$ cat src/rtl/mem_arbiter_pkg.sv
// Shared bus types and widths for the processor-memory arbiter.
// Includes the command and size encodings and the requester identity.
package mem_arbiter_pkg;

  localparam int unsigned XLEN      = 32;
  localparam int unsigned TAG_W     = 4;
  localparam int unsigned TAG_SPACE = 16;
  localparam int unsigned CNT_W     = 5;

  typedef enum logic [1:0] {
    BUS_NONE  = 2'h0,
    BUS_LOAD  = 2'h1,
    BUS_STORE = 2'h2
  } bus_command_t;

  typedef enum logic [1:0] {
    BYTE   = 2'h0,
    HALF   = 2'h1,
    WORD   = 2'h2,
    DOUBLE = 2'h3
  } mem_size_t;

  typedef enum logic {
    REQ_IC = 1'b0,
    REQ_DC = 1'b1
  } req_id_t;

endpackage

$ cat src/rtl/mem_arbiter_if.sv
// Cache-side and memory-side signals of the arbiter, bundled for port lists.
// The arbiter uses slave; the caches/memory environment uses master.
interface mem_arbiter_if;
  import mem_arbiter_pkg::*;

  bus_command_t     ic2arb_command;
  logic [XLEN-1:0]  ic2arb_addr;
  logic [63:0]      ic2arb_data;
  mem_size_t        ic2arb_size;
  bus_command_t     dc2arb_command;
  logic [XLEN-1:0]  dc2arb_addr;
  logic [63:0]      dc2arb_data;
  mem_size_t        dc2arb_size;

  logic [TAG_W-1:0] arb2ic_response;
  logic [63:0]      arb2ic_data;
  logic [TAG_W-1:0] arb2ic_tag;
  logic [TAG_W-1:0] arb2dc_response;
  logic [63:0]      arb2dc_data;
  logic [TAG_W-1:0] arb2dc_tag;

  bus_command_t     proc2mem_command;
  logic [XLEN-1:0]  proc2mem_addr;
  logic [63:0]      proc2mem_data;
  mem_size_t        proc2mem_size;
  logic [TAG_W-1:0] mem2proc_response;
  logic [63:0]      mem2proc_data;
  logic [TAG_W-1:0] mem2proc_tag;

  logic [CNT_W-1:0] arb_outstanding;
  logic             arb_tag_error;

  modport slave (
    input  ic2arb_command, ic2arb_addr, ic2arb_data, ic2arb_size,
    input  dc2arb_command, dc2arb_addr, dc2arb_data, dc2arb_size,
    input  mem2proc_response, mem2proc_data, mem2proc_tag,
    output arb2ic_response, arb2ic_data, arb2ic_tag,
    output arb2dc_response, arb2dc_data, arb2dc_tag,
    output proc2mem_command, proc2mem_addr, proc2mem_data, proc2mem_size,
    output arb_outstanding, arb_tag_error
  );

  modport master (
    output ic2arb_command, ic2arb_addr, ic2arb_data, ic2arb_size,
    output dc2arb_command, dc2arb_addr, dc2arb_data, dc2arb_size,
    output mem2proc_response, mem2proc_data, mem2proc_tag,
    input  arb2ic_response, arb2ic_data, arb2ic_tag,
    input  arb2dc_response, arb2dc_data, arb2dc_tag,
    input  proc2mem_command, proc2mem_addr, proc2mem_data, proc2mem_size,
    input  arb_outstanding, arb_tag_error
  );

endinterface

$ cat src/rtl/mem_tag_table.sv
// Tracks which requester owns each outstanding load tag.
// A same-cycle set of the returning tag overrides its clear; the lookup uses the old owner.
import mem_arbiter_pkg::*;

module mem_tag_table #(
  parameter int unsigned NUM_TAGS = TAG_SPACE
) (
  input  logic             clock,
  input  logic             reset,
  input  logic             set_en,
  input  logic [TAG_W-1:0] set_tag,
  input  req_id_t          set_owner,
  input  logic [TAG_W-1:0] ret_tag,
  output logic             ret_hit,
  output req_id_t          ret_owner,
  output logic [CNT_W-1:0] outstanding
);

  logic [NUM_TAGS-1:0] pending_q, pending_d;
  req_id_t             owner_q [NUM_TAGS];
  req_id_t             owner_d [NUM_TAGS];

  always_comb begin
    ret_hit   = (ret_tag != '0) && pending_q[ret_tag];
    ret_owner = owner_q[ret_tag];
    pending_d = pending_q;
    owner_d   = owner_q;
    if (ret_hit) pending_d[ret_tag] = 1'b0;
    if (set_en) begin
      pending_d[set_tag] = 1'b1;
      owner_d[set_tag]   = set_owner;
    end
    outstanding = '0;
    for (int unsigned i = 0; i < NUM_TAGS; i++) begin
      outstanding = outstanding + CNT_W'(pending_q[i]);
    end
  end

  always_ff @(posedge clock) begin
    if (reset) begin
      pending_q <= '0;
      for (int unsigned i = 0; i < NUM_TAGS; i++) owner_q[i] <= REQ_IC;
    end else begin
      pending_q <= pending_d;
      owner_q   <= owner_d;
    end
  end

endmodule

$ cat src/rtl/mem_arbiter.sv
// Shares the memory port between I-cache and D-cache with D-cache priority and
// bounded I-cache starvation; routes returning load data to the tag's owner.
import mem_arbiter_pkg::*;

module mem_arbiter #(
  parameter int unsigned MAX_STARVE = 4,
  parameter int unsigned NUM_TAGS   = 16
) (
  input logic         clock,
  input logic         reset,
  mem_arbiter_if.slave bus
);

  localparam int unsigned STARVE_W = $clog2(MAX_STARVE + 1);

  logic                ic_act, dc_act, grant_ic, grant_dc, accepted, load_set;
  logic [STARVE_W-1:0] starve_q, starve_d;
  logic                tag_error_q, tag_error_d;
  logic                ret_hit;
  req_id_t             ret_owner, set_owner;
  logic [CNT_W-1:0]    outstanding;

  mem_tag_table #(.NUM_TAGS(NUM_TAGS)) u_tag_table (
    .clock       (clock),
    .reset       (reset),
    .set_en      (load_set),
    .set_tag     (bus.mem2proc_response),
    .set_owner   (set_owner),
    .ret_tag     (bus.mem2proc_tag),
    .ret_hit     (ret_hit),
    .ret_owner   (ret_owner),
    .outstanding (outstanding)
  );

  always_comb begin
    ic_act   = bus.ic2arb_command != BUS_NONE;
    dc_act   = bus.dc2arb_command != BUS_NONE;
    grant_dc = dc_act && !(ic_act && starve_q == STARVE_W'(MAX_STARVE));
    grant_ic = ic_act && !grant_dc;

    bus.proc2mem_command = BUS_NONE;
    bus.proc2mem_addr    = '0;
    bus.proc2mem_data    = '0;
    bus.proc2mem_size    = BYTE;
    if (grant_dc) begin
      bus.proc2mem_command = bus.dc2arb_command;
      bus.proc2mem_addr    = bus.dc2arb_addr;
      bus.proc2mem_data    = bus.dc2arb_data;
      bus.proc2mem_size    = bus.dc2arb_size;
    end else if (grant_ic) begin
      bus.proc2mem_command = bus.ic2arb_command;
      bus.proc2mem_addr    = bus.ic2arb_addr;
      bus.proc2mem_data    = bus.ic2arb_data;
      bus.proc2mem_size    = bus.ic2arb_size;
    end

    accepted  = (grant_ic || grant_dc) && (bus.mem2proc_response != '0);
    load_set  = accepted && (bus.proc2mem_command == BUS_LOAD);
    set_owner = grant_dc ? REQ_DC : REQ_IC;

    // Starvation only counts D-cache wins that actually beat a waiting I-cache.
    starve_d = starve_q;
    if (accepted && grant_ic) begin
      starve_d = '0;
    end else if (accepted && ic_act && starve_q != STARVE_W'(MAX_STARVE)) begin
      starve_d = starve_q + STARVE_W'(1);
    end
    tag_error_d = tag_error_q || ((bus.mem2proc_tag != '0) && !ret_hit);

    bus.arb2ic_response = grant_ic ? bus.mem2proc_response : '0;
    bus.arb2dc_response = grant_dc ? bus.mem2proc_response : '0;
    bus.arb2ic_tag      = (ret_hit && ret_owner == REQ_IC) ? bus.mem2proc_tag : '0;
    bus.arb2dc_tag      = (ret_hit && ret_owner == REQ_DC) ? bus.mem2proc_tag : '0;
    bus.arb2ic_data     = bus.mem2proc_data;
    bus.arb2dc_data     = bus.mem2proc_data;
    bus.arb_outstanding = outstanding;
    bus.arb_tag_error   = tag_error_q;

    if (reset) begin
      bus.proc2mem_command = BUS_NONE;
      bus.proc2mem_addr    = '0;
      bus.proc2mem_data    = '0;
      bus.proc2mem_size    = BYTE;
      bus.arb2ic_response  = '0;
      bus.arb2dc_response  = '0;
      bus.arb2ic_tag       = '0;
      bus.arb2dc_tag       = '0;
      bus.arb2ic_data      = '0;
      bus.arb2dc_data      = '0;
      bus.arb_outstanding  = '0;
    end
  end

  always_ff @(posedge clock) begin
    if (reset) begin
      starve_q    <= '0;
      tag_error_q <= 1'b0;
    end else begin
      starve_q    <= starve_d;
      tag_error_q <= tag_error_d;
    end
  end

endmodule

$ cat src/flat_wrapper.sv
// flat-port wrapper written by rule: the top's interface ports become plain ports
module mem_arbiter_flat 
#(
  parameter int unsigned MAX_STARVE = 4,
  parameter int unsigned NUM_TAGS   = 16
)
  (clock, reset, bus_ic2arb_command, bus_ic2arb_addr, bus_ic2arb_data, bus_ic2arb_size, bus_dc2arb_command, bus_dc2arb_addr, bus_dc2arb_data, bus_dc2arb_size, bus_mem2proc_response, bus_mem2proc_data, bus_mem2proc_tag, bus_arb2ic_response, bus_arb2ic_data, bus_arb2ic_tag, bus_arb2dc_response, bus_arb2dc_data, bus_arb2dc_tag, bus_proc2mem_command, bus_proc2mem_addr, bus_proc2mem_data, bus_proc2mem_size, bus_arb_outstanding, bus_arb_tag_error);
  mem_arbiter_if bus_i ();
  input logic clock;
  input logic reset;
  input wire logic [$bits(bus_i.ic2arb_command)-1:0] bus_ic2arb_command;
  input wire logic [$bits(bus_i.ic2arb_addr)-1:0] bus_ic2arb_addr;
  input wire logic [$bits(bus_i.ic2arb_data)-1:0] bus_ic2arb_data;
  input wire logic [$bits(bus_i.ic2arb_size)-1:0] bus_ic2arb_size;
  input wire logic [$bits(bus_i.dc2arb_command)-1:0] bus_dc2arb_command;
  input wire logic [$bits(bus_i.dc2arb_addr)-1:0] bus_dc2arb_addr;
  input wire logic [$bits(bus_i.dc2arb_data)-1:0] bus_dc2arb_data;
  input wire logic [$bits(bus_i.dc2arb_size)-1:0] bus_dc2arb_size;
  input wire logic [$bits(bus_i.mem2proc_response)-1:0] bus_mem2proc_response;
  input wire logic [$bits(bus_i.mem2proc_data)-1:0] bus_mem2proc_data;
  input wire logic [$bits(bus_i.mem2proc_tag)-1:0] bus_mem2proc_tag;
  output wire logic [$bits(bus_i.arb2ic_response)-1:0] bus_arb2ic_response;
  output wire logic [$bits(bus_i.arb2ic_data)-1:0] bus_arb2ic_data;
  output wire logic [$bits(bus_i.arb2ic_tag)-1:0] bus_arb2ic_tag;
  output wire logic [$bits(bus_i.arb2dc_response)-1:0] bus_arb2dc_response;
  output wire logic [$bits(bus_i.arb2dc_data)-1:0] bus_arb2dc_data;
  output wire logic [$bits(bus_i.arb2dc_tag)-1:0] bus_arb2dc_tag;
  output wire logic [$bits(bus_i.proc2mem_command)-1:0] bus_proc2mem_command;
  output wire logic [$bits(bus_i.proc2mem_addr)-1:0] bus_proc2mem_addr;
  output wire logic [$bits(bus_i.proc2mem_data)-1:0] bus_proc2mem_data;
  output wire logic [$bits(bus_i.proc2mem_size)-1:0] bus_proc2mem_size;
  output wire logic [$bits(bus_i.arb_outstanding)-1:0] bus_arb_outstanding;
  output wire logic [$bits(bus_i.arb_tag_error)-1:0] bus_arb_tag_error;
  assign bus_i.ic2arb_command = bus_ic2arb_command;
  assign bus_i.ic2arb_addr = bus_ic2arb_addr;
  assign bus_i.ic2arb_data = bus_ic2arb_data;
  assign bus_i.ic2arb_size = bus_ic2arb_size;
  assign bus_i.dc2arb_command = bus_dc2arb_command;
  assign bus_i.dc2arb_addr = bus_dc2arb_addr;
  assign bus_i.dc2arb_data = bus_dc2arb_data;
  assign bus_i.dc2arb_size = bus_dc2arb_size;
  assign bus_i.mem2proc_response = bus_mem2proc_response;
  assign bus_i.mem2proc_data = bus_mem2proc_data;
  assign bus_i.mem2proc_tag = bus_mem2proc_tag;
  assign bus_arb2ic_response = bus_i.arb2ic_response;
  assign bus_arb2ic_data = bus_i.arb2ic_data;
  assign bus_arb2ic_tag = bus_i.arb2ic_tag;
  assign bus_arb2dc_response = bus_i.arb2dc_response;
  assign bus_arb2dc_data = bus_i.arb2dc_data;
  assign bus_arb2dc_tag = bus_i.arb2dc_tag;
  assign bus_proc2mem_command = bus_i.proc2mem_command;
  assign bus_proc2mem_addr = bus_i.proc2mem_addr;
  assign bus_proc2mem_data = bus_i.proc2mem_data;
  assign bus_proc2mem_size = bus_i.proc2mem_size;
  assign bus_arb_outstanding = bus_i.arb_outstanding;
  assign bus_arb_tag_error = bus_i.arb_tag_error;
  mem_arbiter #(.MAX_STARVE(MAX_STARVE), .NUM_TAGS(NUM_TAGS)) u_core (.clock(clock), .reset(reset), .bus(bus_i));
endmodule
$ cat config.mk
export PLATFORM = sky130hd
export DESIGN_NAME = mem_arbiter_flat
export DESIGN_NICKNAME = d
export VERILOG_FILES = /design/src/rtl/mem_arbiter_pkg.sv /design/src/rtl/mem_arbiter_if.sv /design/src/rtl/mem_tag_table.sv /design/src/rtl/mem_arbiter.sv /design/src/flat_wrapper.sv
export SDC_FILE = /design/constraint.sdc
export NUM_CORES = 1
export LEC_CHECK = 0
export CAP_MARGIN = 20
export CELL_PAD_IN_SITES_DETAIL_PLACEMENT = 0
export CELL_PAD_IN_SITES_GLOBAL_PLACEMENT = 1
export CORE_AREA = 3 3 203 205
export DETAILED_ROUTE_END_ITERATION = 7
export DIE_AREA = 0 0 206 208
export PLACE_DENSITY_LB_ADDON = 0.1
export SLEW_MARGIN = 10
export SYNTH_ARGS = -nofsm -noshare
export SYNTH_HDL_FRONTEND = slang
export SYNTH_SLANG_ARGS = --single-unit
$ cat constraint.sdc
create_clock -name clock -period 12.4 [get_ports clock]
set_clock_uncertainty 0.1 [all_clocks]
set_input_delay 2.48 -clock clock [delete_from_list [all_inputs] [get_ports clock]]
set_output_delay 2.48 -clock clock [all_outputs]
set_load 0.02 [all_outputs]
==> flow_summary.ini, run 1 <==
[route]
totalWireLength_um = 31600
drtIter0Drc = 273
dr.pass1.iters = 4
wl_per_cell_um = 19.6
num_vias = 6193
remaining_drc_errors = 0
ant_nets = 0
routed_via_density = 3.85

[synthesis]
post_synth.cell_area_avg_um2 = 7.02
synth_ff_type = dfxtp_1
yosys_warnings = 0
synth-async-reset-ratio_pct = 0
synth_edf_count = 0
syn_inst = 666
synth.cell_area_um2 = 4670
ys_types = 43
syn_nets = 957
ys_seq_elements = 36
seq_area_frac_synth_pct = 15.4

[cts]
cts_buffers = 5
cts_buffer_depth = 2
clkTransAtPathRegs_ns = 0.05
cts_resized = 0
cts.sinks = 36
post-cts-setup-buffers = 0
cts-root-buf = clkbuf_16
h-tree-depth = 2
clk_latency_ns = 0.28
hold_buffers = 0
cts_tree = done

[global_routing]
grt_pass1_wl_um = 44500
grt_max_degree = 103
grt_overflow = 0
grt_usage_pct = 13.9
antenna_found_initial = 8
grt_pass1_vias = 6468

[timing]
post-route-period-util_pct = 68.7
finalHoldViolations = 0
finalSetupViolations = 0
rsz0062_at_grt = false
slew_viol_final = 0
tns_ns = 0
worst_pin_slew_ns = 1.05
timing.hold.ws_ns = 0.367
slew_headroom_pct = 29.9
period_needed_ns = 8.52
max_freq_ghz = 0.117

[power]
p_leak_nw = 3.78
vdd_ir_drop_max_mv = 0.0383
p_per_area_nw_per_um2 = 59.1

[floorplanning]
die-area_um2 = 42800
pin_count = 524
die_x_um = 206
start_util_pct = 11.8
dieHeight_um = 208
core_area_um2 = 39600
rows = 73

[critical_path]
cp_max_fo = 71
r2r_end = u_core.starve_q[1]
crit_type = in2out
r2r_cells = 6
startpoint = bus_dc2arb_command[1]
crit_end = bus_proc2mem_data[7]
rrSetupSlack_ns = 9.71
cp-start-kind = primary input
required_ns = 9.82
worstSetupEndpointType = output port
cp_data_arrival_time_ns = 5.94
timing.rr.start = u_core.starve_q[0]

[layout]
area_delta_synth_final_pct = 114
fin_nets = 1373
fin_util_pct = 25.3
final_cells = 1609
mostFrequentLayoutCells = clkdlybuf4s50_1, nor2_1, a22oi_1
drive_gt1_share_pct = 2.31
final_common_cell = clkdlybuf4s50_1

[placed_design]
gp_congestion = 0.809
portBuffers = 523
dp_cells = 1598
dpl.hpwl_um = 26200

[worst_hold_path]
holdCritPathClass = reg2reg

[flow_run]
cap_viol_max_count = 0

[status]
outcome = finished, final reports clean
==> stage by stage <==
| stage | total power [W] | cell area [um^2] | worst slack [ns] |
|---|---|---|---|
| after floorplan | 0.000285 | 4670 | 6.13 |
| after global placement | 0.000481 | 9860 | 3.80 |
| after detailed placement | 0.000478 | 9860 | 3.84 |
| after CTS | 0.000602 | 9990 | 3.85 |
| after global routing | 0.000626 | 10000 | 3.68 |
| final | 0.000592 | 10000 | 3.88 |
==> worst min-delay path by stage <==
stage                              startpoint                             end  slack, ns  cells after the start
3_5_place_dp   u_core.u_tag_table.owner_q[15]  u_core.u_tag_table.owner_q[15]       0.36                      1
4_1_cts        u_core.u_tag_table.owner_q[15]  u_core.u_tag_table.owner_q[15]       0.37                      1
6_report       u_core.u_tag_table.owner_q[15]  u_core.u_tag_table.owner_q[15]       0.37                      1
3_3_place_gp   u_core.u_tag_table.owner_q[15]  u_core.u_tag_table.owner_q[15]       0.36                      1
2_1_floorplan  u_core.u_tag_table.owner_q[15]  u_core.u_tag_table.owner_q[15]       0.33                      1
5_1_grt        u_core.u_tag_table.owner_q[15]  u_core.u_tag_table.owner_q[15]       0.39                      1
==> flip-flops by register name, summed over array words and instances (netlist names) <==
register                      count
u_core.bus.arb_tag_error          1
u_core.starve_q                   3
u_core.u_tag_table.owner_q       16
u_core.u_tag_table.pending_q     16
==> final cells by class <==
class	count	area, um^2
Antenna cell	2	5.00
Clock buffer	6	129
Clock inverter	1	5.00
Multi-Input combinational cell	485	3120
Fill cell	4391	29600
Sequential cell	36	721
Timing Repair Buffer	529	5280
Tap cell	525	657
Inverter	25	93.8
==> layer usage <==
layer | routed length [um] | global-route usage (%) | share of wire (%) | vias to the layer above
met5 | 79 | 0 | 0.25 | -
met4 | 441 | 2.48 | 1.4 | 12
met3 | 3010 | 5.81 | 9.5 | 33
met2 | 16900 | 26.3 | 53 | 241
met1 | 11200 | 14.4 | 35 | 2861
li1 | - | - | - | 3046
==> logic make-up after synthesis <==
logic type	synth area share [%]
AO/OA/AOI/OAI	23.1
flip-flops	15.4
XOR/XNOR	0.750
AND/OR/NAND/NOR	29.5
adder cells (fa/ha/maj)	6.16
multiplexers	7.01
buffers and inverters	18.1
==> critical path, stage by stage <==
cell and delay, ns:
clkdlybuf4s50_1 0.46, or2_1 0.28, a21oi_4 0.78, buf_4 0.76, a22oi_1 0.19, nor2_1 0.16
clkdlybuf4s50_1 0.80
==> power breakdown <==
| group | switching (W) | internal, W | total (W) |
|---|---|---|---|
| clock network | 0.0000482 | 0.0000731 | 0.000121 |
| registers | 0.00000221 | 0.000119 | 0.000121 |
| logic | 0.000164 | 0.000185 | 0.000349 |
==> cells in the mapped netlist (2+ instances only) <==
| cell | n | area [um^2] |
|---|---|---|
| a21oi_1 | 22 | 110 |
| mux4_2 | 2 | 45.0 |
| buf_6 | 3 | 33.8 |
| dfxtp_1 | 36 | 721 |
| o21ai_0 | 20 | 100 |
| nor3_1 | 10 | 50.1 |
| nand2b_1 | 11 | 68.8 |
| ha_1 | 7 | 87.6 |
| clkbuf_1 | 24 | 90.1 |
| mux4_1 | 2 | 52.6 |
| or2_2 | 2 | 12.5 |
| and3b_1 | 4 | 35.0 |
| nand2_1 | 15 | 56.3 |
| buf_4 | 65 | 488 |
| nand4_1 | 4 | 25.0 |
| a22oi_1 | 100 | 751 |
| mux2i_1 | 23 | 230 |
| fa_1 | 10 | 200 |
| nor2_1 | 133 | 499 |
| xor2_1 | 3 | 26.3 |
| nor2b_1 | 72 | 450 |
| inv_1 | 25 | 93.8 |
| nand3_1 | 6 | 30.0 |
| buf_2 | 27 | 135 |
| and2_1 | 10 | 62.6 |
| a211oi_1 | 3 | 22.5 |
| a21oi_2 | 2 | 17.5 |
| o21ai_1 | 10 | 50.1 |
(Power assumes the default switching activity.)
==> inputs of run 2 (changes only) <==
Clock period 12.4 ns to 7.1 ns, I/O delays scaled along.
==> run 2 against run 1 <==
Compared with the run above:
- final cell count grew 0.25%
- core utilization grew 0.22 points
- sequential cell count is the same
- sequential share of layout area shrank 0.062 points
- sequential power grew 75%
- design area grew 0.87%
- clock-buffer cell count is the same
- via count shrank 0.42%
- worst setup slack lost 2.6 ns
- worst hold slack gained 0.010 ns
- critical endpoint is now bus_arb_outstanding[4]
==> flow_summary.ini, run 2 (synthesis gave the netlist of run 1 again) <==
[status]
outcome = finished, final reports clean

[route]
remaining_drc_errors = 0
ant_nets = 0
drtIter0Drc = 197
num_vias = 6167
wl_per_cell_um = 19.2
routed_via_density = 3.82
dr.pass1.iters = 4
totalWireLength_um = 31000

[placed_design]
dpl.hpwl_um = 26100
portBuffers = 523
gp_congestion = 0.774

[critical_path]
worstSetupEndpointType = output port
cp_max_fo = 2
cp_data_arrival_time_ns = 4.29
cp-start-kind = register
required_ns = 5.58
crit_type = reg2out

[layout]
diodes = 0
regArea_um2 = 721
fillCellCount = 4373
fin_nets = 1378
mostFrequentLayoutCells = clkdlybuf4s50_1, nor2_1, a22oi_1
top_regs = u_core.u_tag_table.owner_q x16, u_core.u_tag_table.pending_q x16, u_core.starve_q x3
drive_gt1_share_pct = 2.85
area_delta_synth_final_pct = 116
multiInputGateArea_um2 = 3120
final_common_cell = clkdlybuf4s50_1
fin_util_pct = 25.5

[floorplanning]
pin_count = 524
rows = 73
start_util_pct = 11.8
dieHeight_um = 208
core_area_um2 = 39600
die-area_um2 = 42800
die_x_um = 206

[global_routing]
grt_pass1_wl_um = 43900
grt_pass1_vias = 6434
grt_usage_pct = 13.7
grt_busiest_layer = met2
grt_use_met3_pct = 5.41
antenna_found_initial = 6
gr-usage-met2_pct = 26.0
grt_overflow = 0
use_met1_pct = 14.1
grt_max_degree = 99

[cts]
post-cts-setup-buffers = 0
hold_buffers = 0
cts.sinks = 36
h-tree-depth = 2
cts_buffer_depth = 2
clkTransAtPathRegs_ns = 0.06
cts_resized = 0
clk_latency_ns = 0.28
cts-root-buf = clkbuf_16
cts_tree = done
cts_buffers = 5

[timing]
period_needed_ns = 5.81
slew_headroom_pct = 39.7
tns_ns = 0
max_freq_ghz = 0.172
worst_pin_slew_ns = 0.902
finalSetupViolations = 0
slew_viol_final = 0
post-route-period-util_pct = 81.8
finalHoldViolations = 0
rsz0062_at_grt = false

[power]
switching_share_pct = 35.1
seqPwrFrac_pct = 19.7
clock_power_share_pct = 23.4
p_leak_nw = 3.83
p_per_area_nw_per_um2 = 107
intPower_w = 0.000700
vdd_ir_drop_max_mv = 0.0737
p_sw_w = 0.000378
power_frac_comb_pct = 57.0

[worst_hold_path]
holdCritPathClass = reg2reg

[flow_run]
cap_viol_max_count = 0
==> run 2: final timing paths <==
path         slack [ns]  depth (start not counted)                       startpoint                              to
max                1.29                         13  u_core.u_tag_table.pending_q[0]          bus_arb_outstanding[4]
min                0.38                          1   u_core.u_tag_table.owner_q[15]  u_core.u_tag_table.owner_q[15]
max reg2reg        4.91                          8               u_core.starve_q[0]   u_core.u_tag_table.owner_q[7]
min reg2reg        0.38                          1   u_core.u_tag_table.owner_q[15]  u_core.u_tag_table.owner_q[15]
==> run 2: routing by layer <==
metal | vias to the layer above | wire, um
li1 | 3060 | -
met2 | 236 | 16400
met5 | - | 67
met1 | 2827 | 11000
met4 | 12 | 572
met3 | 32 | 2910
==> run 2: power groups by stage <==
stage               clock [W]  sequential (W)  combinational [W]
global route         0.000269        0.000213           0.000657
detailed placement          0        0.000217           0.000622
floorplan                   0        0.000215           0.000283
CTS                  0.000259        0.000212           0.000624
global placement            0        0.000217           0.000625
finish               0.000252        0.000212           0.000614
==> run 2: area by class of cell <==
| type | instances | area share [%] |
|---|---|---|
| Inverter | 25 | 0.929 |
| Clock inverter | 2 | 0.347 |
| Multi-Input combinational cell | 485 | 30.9 |
| Clock buffer | 6 | 1.28 |
| Tap cell | 525 | 6.50 |
| Timing Repair Buffer | 534 | 52.9 |
| Sequential cell | 36 | 7.13 |
==> run 2: critical path: stages, from the launching register on <==
cell             delay, ns
dfxtp_1               0.34
inv_1                 0.08
fa_1                  0.57
fa_1                  0.45
fa_1                  0.53
fa_1                  0.40
inv_1                 0.06
ha_1                  0.17
inv_1                 0.06
fa_1                  0.39
inv_1                 0.07
a21oi_1               0.05
nor3b_1               0.17
clkdlybuf4s50_1       0.67
==> run 2: per-stage QoR <==
stage	cells	cell area, um^2	hold slack (ns)	power [W]	setup slack (ns)
2_1_floorplan	666	4670	0.333	0.000498	2.03
3_3_place_gp	1603	9920	0.375	0.000842	1.33
3_5_place_dp	1603	9920	0.370	0.000838	1.29
4_1_cts	1611	10100	0.382	0.00110	1.21
5_1_grt	1613	10100	0.401	0.00114	1.04
6_report	1613	10100	0.377	0.00108	1.29
==> inputs of run 3 (changes only) <==
Clock period 7.1 ns to 4.8 ns, I/O delays scaled along.
==> run 3 against run 2 <==
Compared with the run above:
- core utilization increased by 0.46 points
- worst hold slack got worse by 0.023 ns
- combinational power increased by 51%
- routed wire length increased by 0.32%
- critical path depth unchanged
- clock-buffer cell count decreased by 1
- first-iteration DRC count increased by 15%
- via count increased by 1.5%
- critical path type unchanged
- sequential cell count unchanged
- worst setup slack got worse by 1.2 ns
- die area unchanged
==> flow_summary.ini, run 3 (synthesis gave the netlist of run 1 again) <==
[critical_path]
crit_chain = inv_2 > fa_1 > fa_1 > fa_1 > fa_1 > inv_2 > ha_4 > inv_2 > fa_2 > inv_2 > a21oi_2 > nor3b_2 > buf_4
cp_data_arrival_time_ns = 3.70
cp-start-kind = register
max_stage_delay_ns = 0.57
crit_type = reg2out
cp_max_fo = 2
required_ns = 3.74
rrSetupSlack_ns = 2.83
crit_slowest_cell = fa_1
worstSetupEndpointType = output port

[global_routing]
grt_overflow = 0
grt_usage_pct = 13.7
grt_pass1_vias = 6500
grt_pass1_wl_um = 44300
grt_max_degree = 50
antenna_found_initial = 5

[floorplanning]
die_x_um = 206
pin_count = 524
start_util_pct = 11.8
dieHeight_um = 208
rows = 73
die-area_um2 = 42800
core_area_um2 = 39600

[power]
vdd_ir_drop_max_mv = 0.122
p_leak_nw = 3.93
p_per_area_nw_per_um2 = 152
total_power_w = 0.00156

[route]
routed_via_density = 3.83
totalWireLength_um = 31100
wl_per_cell_um = 19.0
drtIter0Drc = 227
ant_nets = 0
dr.pass1.iters = 4
num_vias = 6261
remaining_drc_errors = 0

[timing]
slew_viol_final = 0
max_freq_ghz = 0.210
finalHoldViolations = 0
finalSetupViolations = 0
worst_pin_slew_ns = 0.473
tns_ns = 0
post-route-period-util_pct = 99.1
period_needed_ns = 4.76
slew_headroom_pct = 68.1
rsz0062_at_grt = true

[cts]
cts-root-buf = clkbuf_16
hold_buffers = 0
cts_buffers = 5
h-tree-depth = 2
cts_buffer_depth = 2
clk_latency_ns = 0.28
cts_tree = done
cts.sinks = 36
clkTransAtPathRegs_ns = 0.06

[layout]
area_delta_synth_final_pct = 120
drive_gt1_share_pct = 5.80
final_common_cell = clkdlybuf4s50_1
mostFrequentLayoutCells = clkdlybuf4s50_1, nor2_1, a22oi_1
fin_nets = 1394
top_regs = u_core.u_tag_table.owner_q x16, u_core.u_tag_table.pending_q x16, u_core.starve_q x3
design_area_um2 = 10300

[placed_design]
portBuffers = 523
gp_congestion = 0.779
placed_area_um2 = 10100
dpl.hpwl_um = 26400

[status]
outcome = finished, final reports clean

[flow_run]
cap_viol_max_count = 0

[worst_hold_path]
holdCritPathClass = reg2reg
-- run 3: changes by cell type in the layout (fill, tap and decap cells not counted), sizes merged --
| cell | previous run | this run |
|---|---|---|
| clkdlybuf4s50 | 522 | 517 |
| clkbuf | 8 | 5 |
| clkinv | 1 | 3 |
| dlygate4sd2 | 0 | 1 |
| buf | 10 | 32 |
| diode | 0 | 5 |
| bufinv | 1 | 0 |
-- run 3: routing by layer --
metal / up-vias / track usage, % / routed length (um)
li1: 3096 / - / -
met1: 2908 / 14.4 / 11000
met2: 227 / 25.9 / 16700
met3: 24 / 5.45 / 2910
met4: 6 / 2.48 / 471
met5: - / 0 / 32
-- run 3: final timing paths --
check / startpoint / end / cells past startpoint
min reg2reg: u_core.u_tag_table.pending_q[0] / u_core.u_tag_table.pending_q[0] / 2
min: u_core.u_tag_table.pending_q[0] / u_core.u_tag_table.pending_q[0] / 2
max reg2reg: u_core.starve_q[0] / u_core.u_tag_table.owner_q[12] / 8
max: u_core.u_tag_table.pending_q[9] / bus_arb_outstanding[4] / 13
-- run 3: timing repair --
action	in CTS	in global routing
gates resized for setup	24	13
pin swaps	4	14
setup endpoints to repair	5	4
buffers inserted	0	1
-- run 3: stage by stage --
stage,std cells,utilization [%],setup WS [ns],hold WS (ns)
6_report,1634,25.9,0.0428,0.354
4_1_cts,1627,25.8,-0.0177,0.367
5_1_grt,1631,25.9,-0.112,0.395
3_3_place_gp,1619,25.5,-0.268,0.349
3_5_place_dp,1619,25.5,-0.290,0.357
2_1_floorplan,666,-,0.191,0.333
-- run 3: layout make-up --
type                            count  area (um^2)
Fill cell                        4380        29400
Timing Repair Buffer              550         5500
Multi-Input combinational cell    485         3150
Sequential cell                    36          723
Tap cell                          525          657
Clock buffer                        5          125
Inverter                           25         93.8
Clock inverter                      3         18.8
Antenna cell                        5         12.5
-- run 3: worst max-delay path: cells and delay by family (launching register included) --
| family | cells | cell delay, ns |
|---|---|---|
| simple gates | 1 | 0.17 |
| flops | 1 | 0.33 |
| buf+inv | 5 | 0.38 |
| compound gates | 1 | 0.05 |
| fa+ha+maj | 6 | 2.48 |
-- run 3: power by group --
group | leakage (nW) | total, W | internal, W | switching [W]
Clock | 0.0736 | 0.000322 | 0.000191 | 0.000131
Combinational | 3.56 | 0.000926 | 0.000497 | 0.000429
Sequential | 0.293 | 0.000313 | 0.000307 | 0.00000601
Total | 3.93 | 0.00156 | 0.000995 | 0.000566
